<file path="config.mk">
export PLATFORM = sky130hd
export DESIGN_NAME = logic_gate_pipe
export DESIGN_NICKNAME = d
export VERILOG_FILES = /design/src/rtl/logic_gate_pipe.sv
export SDC_FILE = /design/constraint.sdc
export NUM_CORES = 1
export LEC_CHECK = 0
export CAP_MARGIN = 0
export CORE_ASPECT_RATIO = 1.75
export CORE_MARGIN = 4
export CORE_UTILIZATION = 47
export CTS_CLUSTER_SIZE = 10
export DETAILED_ROUTE_END_ITERATION = 7
export PLACE_DENSITY = 0.77
export SETUP_SLACK_MARGIN = 0.1
export SLEW_MARGIN = 25
export SYNTH_ARGS = -nofsm -noshare
export SYNTH_HDL_FRONTEND = slang
export SYNTH_SLANG_ARGS = --single-unit
</file>
<file path="constraint.sdc">
create_clock -name clk -period 1.8 [get_ports clk]
set_input_delay 0.36 -clock clk [delete_from_list [all_inputs] [get_ports clk]]
set_output_delay 0.36 -clock clk [all_outputs]
set_load 0.005 [all_outputs]
</file>
<file path="src/rtl/logic_gate_pipe.sv">
`default_nettype none
// ============================================================================
//  Module   : logic_gate_pipe
//  Purpose  : Bitwise logic-op unit with a valid/ready FIFO output buffer and
//             a completed-handshake counter. Optional y_red via the macro
//             LOGIC_GATE_PIPE_REDUCE_EN.
//  Revision : 1.0 - initial release
// ============================================================================
module logic_gate_pipe #(
   parameter int W     = 8,
   parameter int DEPTH = 2,
   parameter int CW    = 16
) (
   input  logic          clk,
   input  logic          rst,
   input  logic          in_valid,
   output logic          in_ready,
   input  logic [W-1:0]  a,
   input  logic [W-1:0]  b,
   input  logic [2:0]    op,
   output logic          out_valid,
   input  logic          out_ready,
   output logic [W-1:0]  y,
`ifdef LOGIC_GATE_PIPE_REDUCE_EN
   output logic          y_red,
`endif
   output logic [CW-1:0] count
);

   localparam int             c_AW      = $clog2(DEPTH);
   localparam logic [c_AW:0]  c_PTR_ONE = 1;
   localparam logic [CW-1:0]  c_CNT_ONE = 1;

   localparam logic [2:0] c_OP_AND  = 3'b000;
   localparam logic [2:0] c_OP_OR   = 3'b001;
   localparam logic [2:0] c_OP_NAND = 3'b010;
   localparam logic [2:0] c_OP_NOR  = 3'b011;
   localparam logic [2:0] c_OP_XOR  = 3'b100;
   localparam logic [2:0] c_OP_XNOR = 3'b101;
   localparam logic [2:0] c_OP_NOTA = 3'b110;

   logic [W-1:0]  r_mem [DEPTH];
   logic [c_AW:0] r_wr_ptr;
   logic [c_AW:0] r_rd_ptr;
   logic [CW-1:0] r_count;

   logic [W-1:0]  w_result;
   logic          w_full;
   logic          w_empty;
   logic          w_push;
   logic          w_pop;

   always_comb begin
      w_result = a;
      case (op)
         c_OP_AND  : w_result = a & b;
         c_OP_OR   : w_result = a | b;
         c_OP_NAND : w_result = ~(a & b);
         c_OP_NOR  : w_result = ~(a | b);
         c_OP_XOR  : w_result = a ^ b;
         c_OP_XNOR : w_result = ~(a ^ b);
         c_OP_NOTA : w_result = ~a;
         default   : w_result = a;
      endcase
   end

   // Extra MSB on each pointer separates full from empty when the indices match.
   assign w_empty = (r_wr_ptr == r_rd_ptr);
   assign w_full  = (r_wr_ptr[c_AW] != r_rd_ptr[c_AW]) &&
                    (r_wr_ptr[c_AW-1:0] == r_rd_ptr[c_AW-1:0]);

   assign w_push  = in_valid && !w_full;
   assign w_pop   = out_ready && !w_empty;

   always_ff @(posedge clk) begin
      if (rst) begin
         r_wr_ptr <= '0;
         r_rd_ptr <= '0;
         r_count  <= '0;
         for (int i = 0; i < DEPTH; i++) begin
            r_mem[i] <= '0;
         end
      end else begin
         if (w_push) begin
            r_mem[r_wr_ptr[c_AW-1:0]] <= w_result;
            r_wr_ptr                  <= r_wr_ptr + c_PTR_ONE;
         end
         if (w_pop) begin
            r_rd_ptr <= r_rd_ptr + c_PTR_ONE;
            r_count  <= r_count + c_CNT_ONE;
         end
      end
   end

   // Storage is cleared on reset, so the head reads zero until the first push.
   assign in_ready  = !w_full;
   assign out_valid = !w_empty;
   assign y         = r_mem[r_rd_ptr[c_AW-1:0]];
   assign count     = r_count;

`ifdef LOGIC_GATE_PIPE_REDUCE_EN
   assign y_red = out_valid && (|y);
`endif

endmodule
`default_nettype wire

</file>
* Word-level counts from Yosys, hierarchy flattened
Memory sizes are Yosys's and may differ from the RTL's. A register that Yosys moved wholly into a read port is not among the register bits.
Cells that the tools add are included.
** Storage, ports and cells
- Memories kept :: 1
- Flip-flop bits (word level) :: 20
- Word-level logic and storage cells :: 41
- Output and inout bits :: 26
- Input bits :: 23
- Bits in writable memories :: 16
** Operators by class
- Bitwise operators :: 7
- Equality and inequality tests :: 9
- Add/sub/neg operators :: 3
- Multiplexer cells :: 11
- Reduce and logical (&&, ||, !) cells :: 7
** Memories
- r_mem :: depth 2, bits a word 8, rd ports 1, clocked after Yosys merged registers in 1, wr ports 2, RTL line 42 : logic [W-1:0] r_mem [DEPTH];
** Operator list (number)
- case mux 8 bit (7 select lines) :: 1
- NOT 8 bit :: 4
- adder 16 x 1 -> 16 bit, second input constant :: 1
- equality test 3 bit, second input constant :: 3
- 2-to-1 mux 1 bit :: 9
- AND 8 bit :: 1
- 2-to-1 mux 8 bit :: 1
- OR 8 bit :: 1
- OR reduction 8 bit :: 1
- XOR 8 bit :: 1
- equality test 3 x 2 -> 1 bit, second input constant :: 2
- adder 2 x 1 -> 2 bit, second input constant :: 2
- equality test 3 x 1 -> 1 bit, second input constant :: 1
- logical AND 1 bit :: 3
- zero test 3 bit :: 1
- equality test 2 bit :: 1
- zero test 1 bit :: 2
- equality test 1 bit :: 1
- inequality test 1 bit :: 1

* Logic depth before layout (Yosys ltp)
Gate-level depths: netlist of the first run.
- Depth after elaboration :: 9
- Depth in mapped cells :: 6
- Depth with buffers taken out :: 6

* Worst setup path after synthesis of the first run
No wires, ideal clock.
- Path kind :: input -> register
- From :: input port op[1]
- To :: memory r_mem[1][4], data pin
- Cell stages on the path :: 6
- Required time :: 1.533 ns
- Path slack :: 0.075 ns
- Buffers on the path :: 3
- Data arrival time :: 1.458 ns
- Library setup time :: 0.267 ns
- Path through :: clkbuf_1 > clkbuf_1 > buf_1 > o211ai_1 > a21oi_1 > nor3_1
** RTL lines
- start: declaration :: RTL line 20 : input logic [2:0] op,
- end: declaration :: RTL line 42

* Final worst setup path of the first run
- From :: input port out_ready
- To :: register r_count[8], in the netlist count[8]
** Between the ends
- Longest elaborated chain between the ends :: 1
** Ends and longest elaborated chain
- start: declaration :: RTL line 22 : input logic out_ready,
- logical AND 1 bit :: RTL line 73 : assign w_pop = out_ready && !w_empty;
- end signal: assignment :: RTL line 90 : r_count <= r_count + c_CNT_ONE;
- end: declaration :: RTL line 45 : logic [CW-1:0] r_count;
Every way passes these cells.
A chain may end at the register's enable or synchronous reset.

==> metrics.log, run 1 <==
[metrics] status: finished clean
[metrics] number of clock buffers inserted by TritonCTS: 5
[metrics] Area contributors post-synth: edfxtp_1 19%, dfxtp_1 17%, ha_1 8.5%
[metrics] setup repair after global routing missed its margin: yes
[metrics] combinational share of power: 41.2%
[metrics] length of the first detailed-routing pass in iterations: 4
[metrics] Slew Limit Fails: 0
[metrics] final wirelength: 6.26 mm
[metrics] worst hold slack after final layout: 0.483 ns
[metrics] clock sinks: 37
[metrics] cell accounting for the most synthesized area: edfxtp_1
[metrics] count of flip-flops with a built-in enable after synthesis: 16
[metrics] number of unique standard cell types used by synthesis: 46
[metrics] Hold/Removal Path Class: reg -> reg
[metrics] FF+latch count, synth: 37
[metrics] initial antenna violation count: 0
[metrics] endpoint of the lowest-slack register-to-register path: count[8]$_SDFFE_PP0P_
[metrics] count of H-tree levels built during CTS: 2
[metrics] Critical Path Sink Type: register
[metrics] final clock skew: 0.00693 ns
[metrics] Hold Violations, Final: 0
[metrics] hold buffer count at CTS: 0
[metrics] maximum number of pins on one net before global-route repair: 29
[metrics] antenna viol nets, final: 0
[metrics] number of nets in the finished design: 410
[metrics] wire length per cell: 14.7 um
[metrics] Worst Hold Endpoint: count[15]$_SDFFE_PP0P_
[metrics] Slew @ Worst Pin: 0.434 ns
[metrics] met3 layer usage reported by global route: 3.03%
[metrics] fmax: 582 MHz
[metrics] sequential group share of total power: 38.2%
[metrics] area enclosed by the die boundary: 6580 um^2
[metrics] Vias per Instance: 5.85
[metrics] sequential share of the synthesized area: 36.1%
[metrics] share of power burned in the clock network: 20.6%
[metrics] fraction of registers with async set/reset: 0%
[metrics] Critical Path RT: 2.02 ns
[metrics] power per cell area: 754 nW/um^2
[metrics] category of the critical setup timing path: in -> reg
[metrics] DRC Markers: 0
[metrics] die boundary height: 104 um
[metrics] Core Footprint: 5060 um^2
[metrics] horizontal die dimension: 63.1 um
[metrics] Global Route Usage Sum: 17.7%
[metrics] 1st-iter DRT viols: 106
[metrics] Remaining Overflow, GRT: 0
[metrics] global-route track usage on met1: 16.3%
[metrics] number of I/O port buffers: 48
[metrics] net switching power of the design: 853 uW
[metrics] GP Congestion: 0.779
[metrics] total design power: 2.82 mW
[metrics] count of mapped cells out of synthesis: 287
[metrics] clock-pin slew on the worst setup and hold paths: 0.07 ns
[metrics] area grow syn2layout: 49.9%
[metrics] CTS tree: yes
[metrics] top fanout value on the critical path: 8
[metrics] worst-case register-to-register setup slack: 0.19 ns
[metrics] max-cap violations: 0
[metrics] Cell Area, Placed: 3270 um^2
[metrics] vias in the first global route: 2366
[metrics] time the final worst path needs with I/O delays and setup: 1.72 ns
[metrics] layout cells sized above 1: 29.4%
[metrics] Final Cycle Share: 95.4%
[metrics] critical path startpoint category: input pin
[metrics] post-synth design cell area: 2490 um^2
[metrics] reg2reg path depth: 5
[metrics] first-pass GRT wire length: 9.67 mm
[metrics] buffer depth of the longest clock path: 2
[metrics] Antenna Cells: 0
[metrics] Peak supply drop: 443 uV
[metrics] Reg-to-Reg Start: count[0]$_SDFFE_PP0P_
[metrics] DP Wirelength: 4.25 mm
[metrics] number of cells on the worst hold path: 2
[metrics] Ports: 49
[metrics] Worst-Skew Late Latency: 0.28 ns
[metrics] final setup violation count: 0
[metrics] row count: 34
[metrics] Leakage Power: 1.55 nW
[metrics] hold path startpoint: count[15]$_SDFFE_PP0P_
[metrics] top flip-flop cell by instance count after synthesis: dfxtp_1
[metrics] YS warnings: 0
[metrics] effective utilization at floorplan: 49.3%
[metrics] worst slew margin relative to its limit: 71.1%
[metrics] Clk Tree Root Cell: clkbuf_8
[metrics] Syn Area/Cell: 8.69 um^2
[metrics] met2 Resource Use GR: 36.6%
[metrics] internal power of the cells: 1.97 mW
[metrics] detailed-route via count: 2486
[metrics] final core utilization: 73.9%
[metrics] share of Yosys cell area claimed by the top area cell type: 19.3%
[metrics] most utilized layer in the global route result: met2
[metrics] Layout Cell Area excl Fill: 3740 um^2
[metrics] switch share: 30.3%
[metrics] Worst Path Arrival: 1.94 ns
[metrics] net count of the mapped netlist: 327
## power groups by stage
stage          Sequential, mW  Clock [mW]  Combinational [mW]
3_3_place_gp             1.06           0               0.915
3_5_place_dp             1.07           0               0.936
6_report                 1.08       0.581                1.16
5_1_grt                  1.09       0.622                1.25
4_1_cts                  1.07       0.587                1.04
2_1_floorplan            1.04           0               0.493
## registers in the layout, summed over array words and instances, names as in the netlist, named ones only
signal and count:
r_rd_ptr 2, count 16, r_mem 16, r_wr_ptr 2
## cell usage after synthesis, types with 9 or more instances
library cell,count
edfxtp_1,16
dfxtp_1,21
a21oi_1,30
nand2_1,16
o21ai_0,9
ha_1,17
nand3_1,9
mux2_2,9
clkbuf_1,10
nor2_1,17
inv_1,22
xor2_1,9
nor3_1,15
## final cells by class
type,count,area (um^2)
Multi-Input combinational cell,211,1670
Fill cell,341,1320
Sequential cell,37,917
Timing Repair Buffer,92,906
Clock buffer,8,90.1
Inverter,23,86.3
Tap cell,54,67.6
## logic make-up (layout without fill, tap and decap cells)
logic type               Yosys count  in the layout  synth area share [%]
AO/OA/AOI/OAI                     67             67                  16.7
AND/OR/NAND/NOR                   99             99                  21.6
multiplexers                      11             11                  4.86
adder cells (fa/ha/maj)           17             17                  8.53
XOR/XNOR                          17             17                  6.27
flip-flops                        37             37                  36.1
buffers and inverters             39            123                  5.97
## critical path, stage by stage
cell and delay (ns):
clkdlybuf4s50_1 0.49, buf_4 0.13, nand2_1 0.13, a211o_4 0.33, or3_1 0.37, a21oi_2 0.13
## cell usage in the layout (no fill, tap or decap), types with 5 or more instances in the layout
cell and n:
a21oi_1 24, a21oi_2 6, buf_4 38, clkbuf_8 6, clkdlybuf4s15_1 8, clkdlybuf4s50_1 25
dfxtp_1 16, dlygate4sd2_1 7, dlymetal6s2s_1 8, edfxtp_1 16, ha_1 13, inv_1 18
inv_2 5, mux2_2 9, nand2_1 16, nand3_1 8, nand3b_1 6, nor2_1 14
nor3_1 8, nor3_2 6, o21ai_0 7, or2_2 5, or3_1 7, xor2_1 7
## per-layer routing
layer	up-vias	share of wire, %
li1	1188	-
met1	1185	35
met2	94	58
met3	19	4.8
met4	0	2.9
met5	-	0
## timing repair
action	in CTS	in global routing
gates cloned	1	1
setup buffers	5	3
pin swaps	14	15
gates resized for setup	44	41
endpoints found under the setup margin	24	22
## through the flow
| stage | TNS [ns] | setup slack [ns] | std cells |
|---|---|---|---|
| floorplan | 0 | 0.101 | 287 |
| global placement | -4.84 | -0.319 | 407 |
| detailed placement | -5.57 | -0.368 | 407 |
| CTS | 0 | 0.0516 | 421 |
| global route | 0 | 0.0466 | 425 |
| finish | 0 | 0.0829 | 425 |
## worst max path at each step
| stage | from | endpoint |
|---|---|---|
| 6_report | out_ready | count[8]$_SDFFE_PP0P_ |
| 5_1_grt | b[5] | r_mem[0][5]$_SDFFCE_PN0P_ |
| 2_1_floorplan | r_wr_ptr[0]$_SDFFE_PP0P_ | r_mem[0][0]$_SDFFCE_PN0P_ |
| 3_5_place_dp | a[6] | r_mem[1][6]$_SDFFCE_PN0P_ |
| 3_3_place_gp | a[6] | r_mem[1][6]$_SDFFCE_PN0P_ |
| 4_1_cts | r_rd_ptr[1]$_SDFFE_PP0P_ | out_valid |
Note: power is estimated with default switching activity, not from simulation.
==> run 2: changes to the inputs <==
--- a/config.mk
+++ b/config.mk
@@ -8,10 +8,10 @@
 export CAP_MARGIN = 0
 export CORE_ASPECT_RATIO = 1.75
 export CORE_MARGIN = 4
-export CORE_UTILIZATION = 47
+export CORE_UTILIZATION = 52
 export CTS_CLUSTER_SIZE = 10
 export DETAILED_ROUTE_END_ITERATION = 7
-export PLACE_DENSITY = 0.77
+export PLACE_DENSITY = 0.8
 export SETUP_SLACK_MARGIN = 0.1
 export SLEW_MARGIN = 25
 export SYNTH_ARGS = -nofsm -noshare
==> constraint.sdc (replaced) <==
create_clock -name clk -period 1.93 [get_ports clk]
set_input_delay 0.386 -clock clk [delete_from_list [all_inputs] [get_ports clk]]
set_output_delay 0.386 -clock clk [all_outputs]
set_load 0.005 [all_outputs]
==> run 2 against run 1 <==
Effect of this change:
- global-route usage increased by 1.8 points
- combinational power down 21%
- non-clock buffer count decreased by 9
- critical endpoint is now r_mem[1][6]$_SDFFCE_PN0P_
- critical path depth is the same
==> metrics.log, run 2 (same netlist as run 1, synthesis figures left out) <==
[metrics] Peak supply drop: 562 uV (+27%)
[metrics] fmax: 543 MHz
[metrics] Hold Violations, Final: 0 (unchanged)
[metrics] detailed-route via count: 2346 (-5.6%)
[metrics] clock sinks: 37 (unchanged)
[metrics] reg2reg path depth: 4 (-1)
[metrics] top fanout value on the critical path: 3 (-5)
[metrics] final clock skew: 0.00594 ns (-0.000992 ns)
[metrics] final setup violation count: 0 (unchanged)
[metrics] category of the critical setup timing path: in -> reg
[metrics] max-cap violations: 0 (unchanged)
[metrics] area enclosed by the die boundary: 6010 um^2 (-8.7%)
[metrics] Leakage Power: 1.43 nW (-7.5%)
[metrics] 1st-iter DRT viols: 107 (+0.94%)
[metrics] endpoint of the lowest-slack register-to-register path: count[13]$_SDFFE_PP0P_
[metrics] Clk Tree Root Cell: clkbuf_8
[metrics] GP Congestion: 0.816 (+4.8%)
[metrics] final wirelength: 5.89 mm (-5.9%)
[metrics] final core utilization: 75.7% (+1.8 points)
[metrics] vias in the first global route: 2191 (-7.4%)
[metrics] maximum number of pins on one net before global-route repair: 37 (+28%)
[metrics] Worst Path Arrival: 1.88 ns (-0.06 ns)
[metrics] length of the first detailed-routing pass in iterations: 4 (unchanged)
[metrics] most frequent standard cell in the layout excluding fill and tap cells: clkdlybuf4s50_1
[metrics] number of clock buffers inserted by TritonCTS: 5 (unchanged)
[metrics] count of H-tree levels built during CTS: 2 (unchanged)
[metrics] Slew @ Worst Pin: 0.524 ns (+0.0900 ns)
[metrics] Core Footprint: 4670 um^2 (-7.8%)
[metrics] Global Route Usage Sum: 19.5% (+1.8 points)
[metrics] Reg-to-Reg Start: count[7]$_SDFFE_PP0P_
[metrics] wire length per cell: 14.2 um (-3.4%)
[metrics] layout cells sized above 1: 23.2% (-6.2 points)
[metrics] Critical Path RT: 1.97 ns (-0.05 ns)
[metrics] Ports: 49 (unchanged)
[metrics] Final Cycle Share: 95.4%
[metrics] DRC Markers: 0 (unchanged)
[metrics] die boundary height: 99.6 um (-4.6%)
[metrics] Vias per Instance: 5.67 (-3.1%)
[metrics] number of I/O port buffers: 48 (unchanged)
[metrics] Worst Hold Endpoint: count[15]$_SDFFE_PP0P_
[metrics] Antenna Cells: 0 (unchanged)
[metrics] area grow syn2layout: 41.5%
[metrics] status: finished clean
[metrics] setup repair after global routing missed its margin: yes
[metrics] setup TNS: 0 ns (unchanged)
[metrics] worst-case register-to-register setup slack: 0.26 ns (+0.07 ns)
[metrics] Slew Limit Fails: 0 (unchanged)
[metrics] worst slew margin relative to its limit: 64.7% (-6.4 points)
[metrics] Critical Path Sink Type: register
[metrics] antenna viol nets, final: 0 (unchanged)
[metrics] Remaining Overflow, GRT: 0 (unchanged)
[metrics] Worst-Skew Late Latency: 0.29 ns (about the same)
[metrics] first-pass GRT wire length: 9.15 mm (-5.4%)
[metrics] Hold/Removal Path Class: reg -> reg
[metrics] hold path startpoint: count[15]$_SDFFE_PP0P_
[metrics] DP Wirelength: 4.16 mm (-1.9%)
[metrics] initial antenna violation count: 0 (unchanged)
[metrics] horizontal die dimension: 60.4 um (-4.3%)
[metrics] number of nets in the finished design: 401 (-2.2%)
[metrics] power per cell area: 718 nW/um^2 (-4.8%)
[metrics] effective utilization at floorplan: 53.5% (+4.2 points)
[metrics] buffer depth of the longest clock path: 2 (unchanged)
[metrics] CTS tree: yes
[metrics] most frequent cells in the layout: 36 x clkdlybuf4s50_1, 33 x buf_4, 27 x a21oi_1
[metrics] clock-pin slew on the worst setup and hold paths: 0.07 ns (about the same)
[metrics] time the final worst path needs with I/O delays and setup: 1.84 ns
[metrics] critical path startpoint category: input pin
[metrics] number of cells on the worst hold path: 2 (unchanged)
[metrics] row count: 33 (-2.9%)
==> run 2: stage by stage <==
step           cells  hold WS, ns  area (um^2)  total power, mW  setup slack [ns]
2_1_floorplan    287        0.468         2490             1.43             0.179
3_3_place_gp     399        0.459         3210             1.77            -0.176
3_5_place_dp     399        0.487         3210             1.79            -0.213
4_1_cts          411        0.496         3380             2.44             0.107
5_1_grt          414        0.534         3530             2.67            0.0576
6_report         414        0.508         3530             2.53            0.0881
==> run 2: worst max-delay path by stage <==
stage                           endpoint                      from  slack [ns]
6_report       r_mem[1][6]$_SDFFCE_PN0P_                      a[6]        0.09
3_5_place_dp   r_mem[0][2]$_SDFFCE_PN0P_                      a[2]       -0.21
2_1_floorplan  r_mem[1][4]$_SDFFCE_PN0P_                     op[1]        0.18
4_1_cts                         in_ready  r_wr_ptr[0]$_SDFFE_PP0P_        0.11
5_1_grt        r_mem[0][6]$_SDFFCE_PN0P_                     op[0]        0.06
3_3_place_gp   r_mem[0][6]$_SDFFCE_PN0P_                      a[6]       -0.18
==> run 2: what timing repair did <==
item | in CTS | in global routing
resized for setup | 21 | 25
endpoints found under the setup margin | 15 | 22
pin swaps | 2 | 9
buffers inserted | 4 | 3
hold buffers | 0 | 0
==> run 2: power by group <==
part / switching, mW / leakage [nW] / internal (mW)
Clock: 0.272 / 0.0542 / 0.323
Sequential: 0.0959 / 0.342 / 0.928
Combinational: 0.391 / 1.03 / 0.525
==> run 2: worst max-delay path: stages <==
cell and delay (ns):
clkdlybuf4s50_1 0.47, inv_1 0.09, ha_4 0.25, or3_1 0.38, a21oi_2 0.22, nor3_1 0.07
==> run 2: per-layer routing <==
layer / part of all wire [%] / GRT usage (%) / up-vias
met3: 5.0 / 2.60 / 17
met2: 56 / 36.2 / 79
met4: 3.0 / 9.56 / 0
met5: 0 / 0 / -
li1: - / - / 1166
met1: 36 / 20.1 / 1084
==> run 2: area by class of cell <==
type,instances,area (um^2)
multi-input combinational,211,1590
fill,337,1130
sequential,37,920
timing repair buffer,83,766
clock buffer,7,96.3
inverter,23,86.3
tap,52,65.1
clock inverter,1,5.00
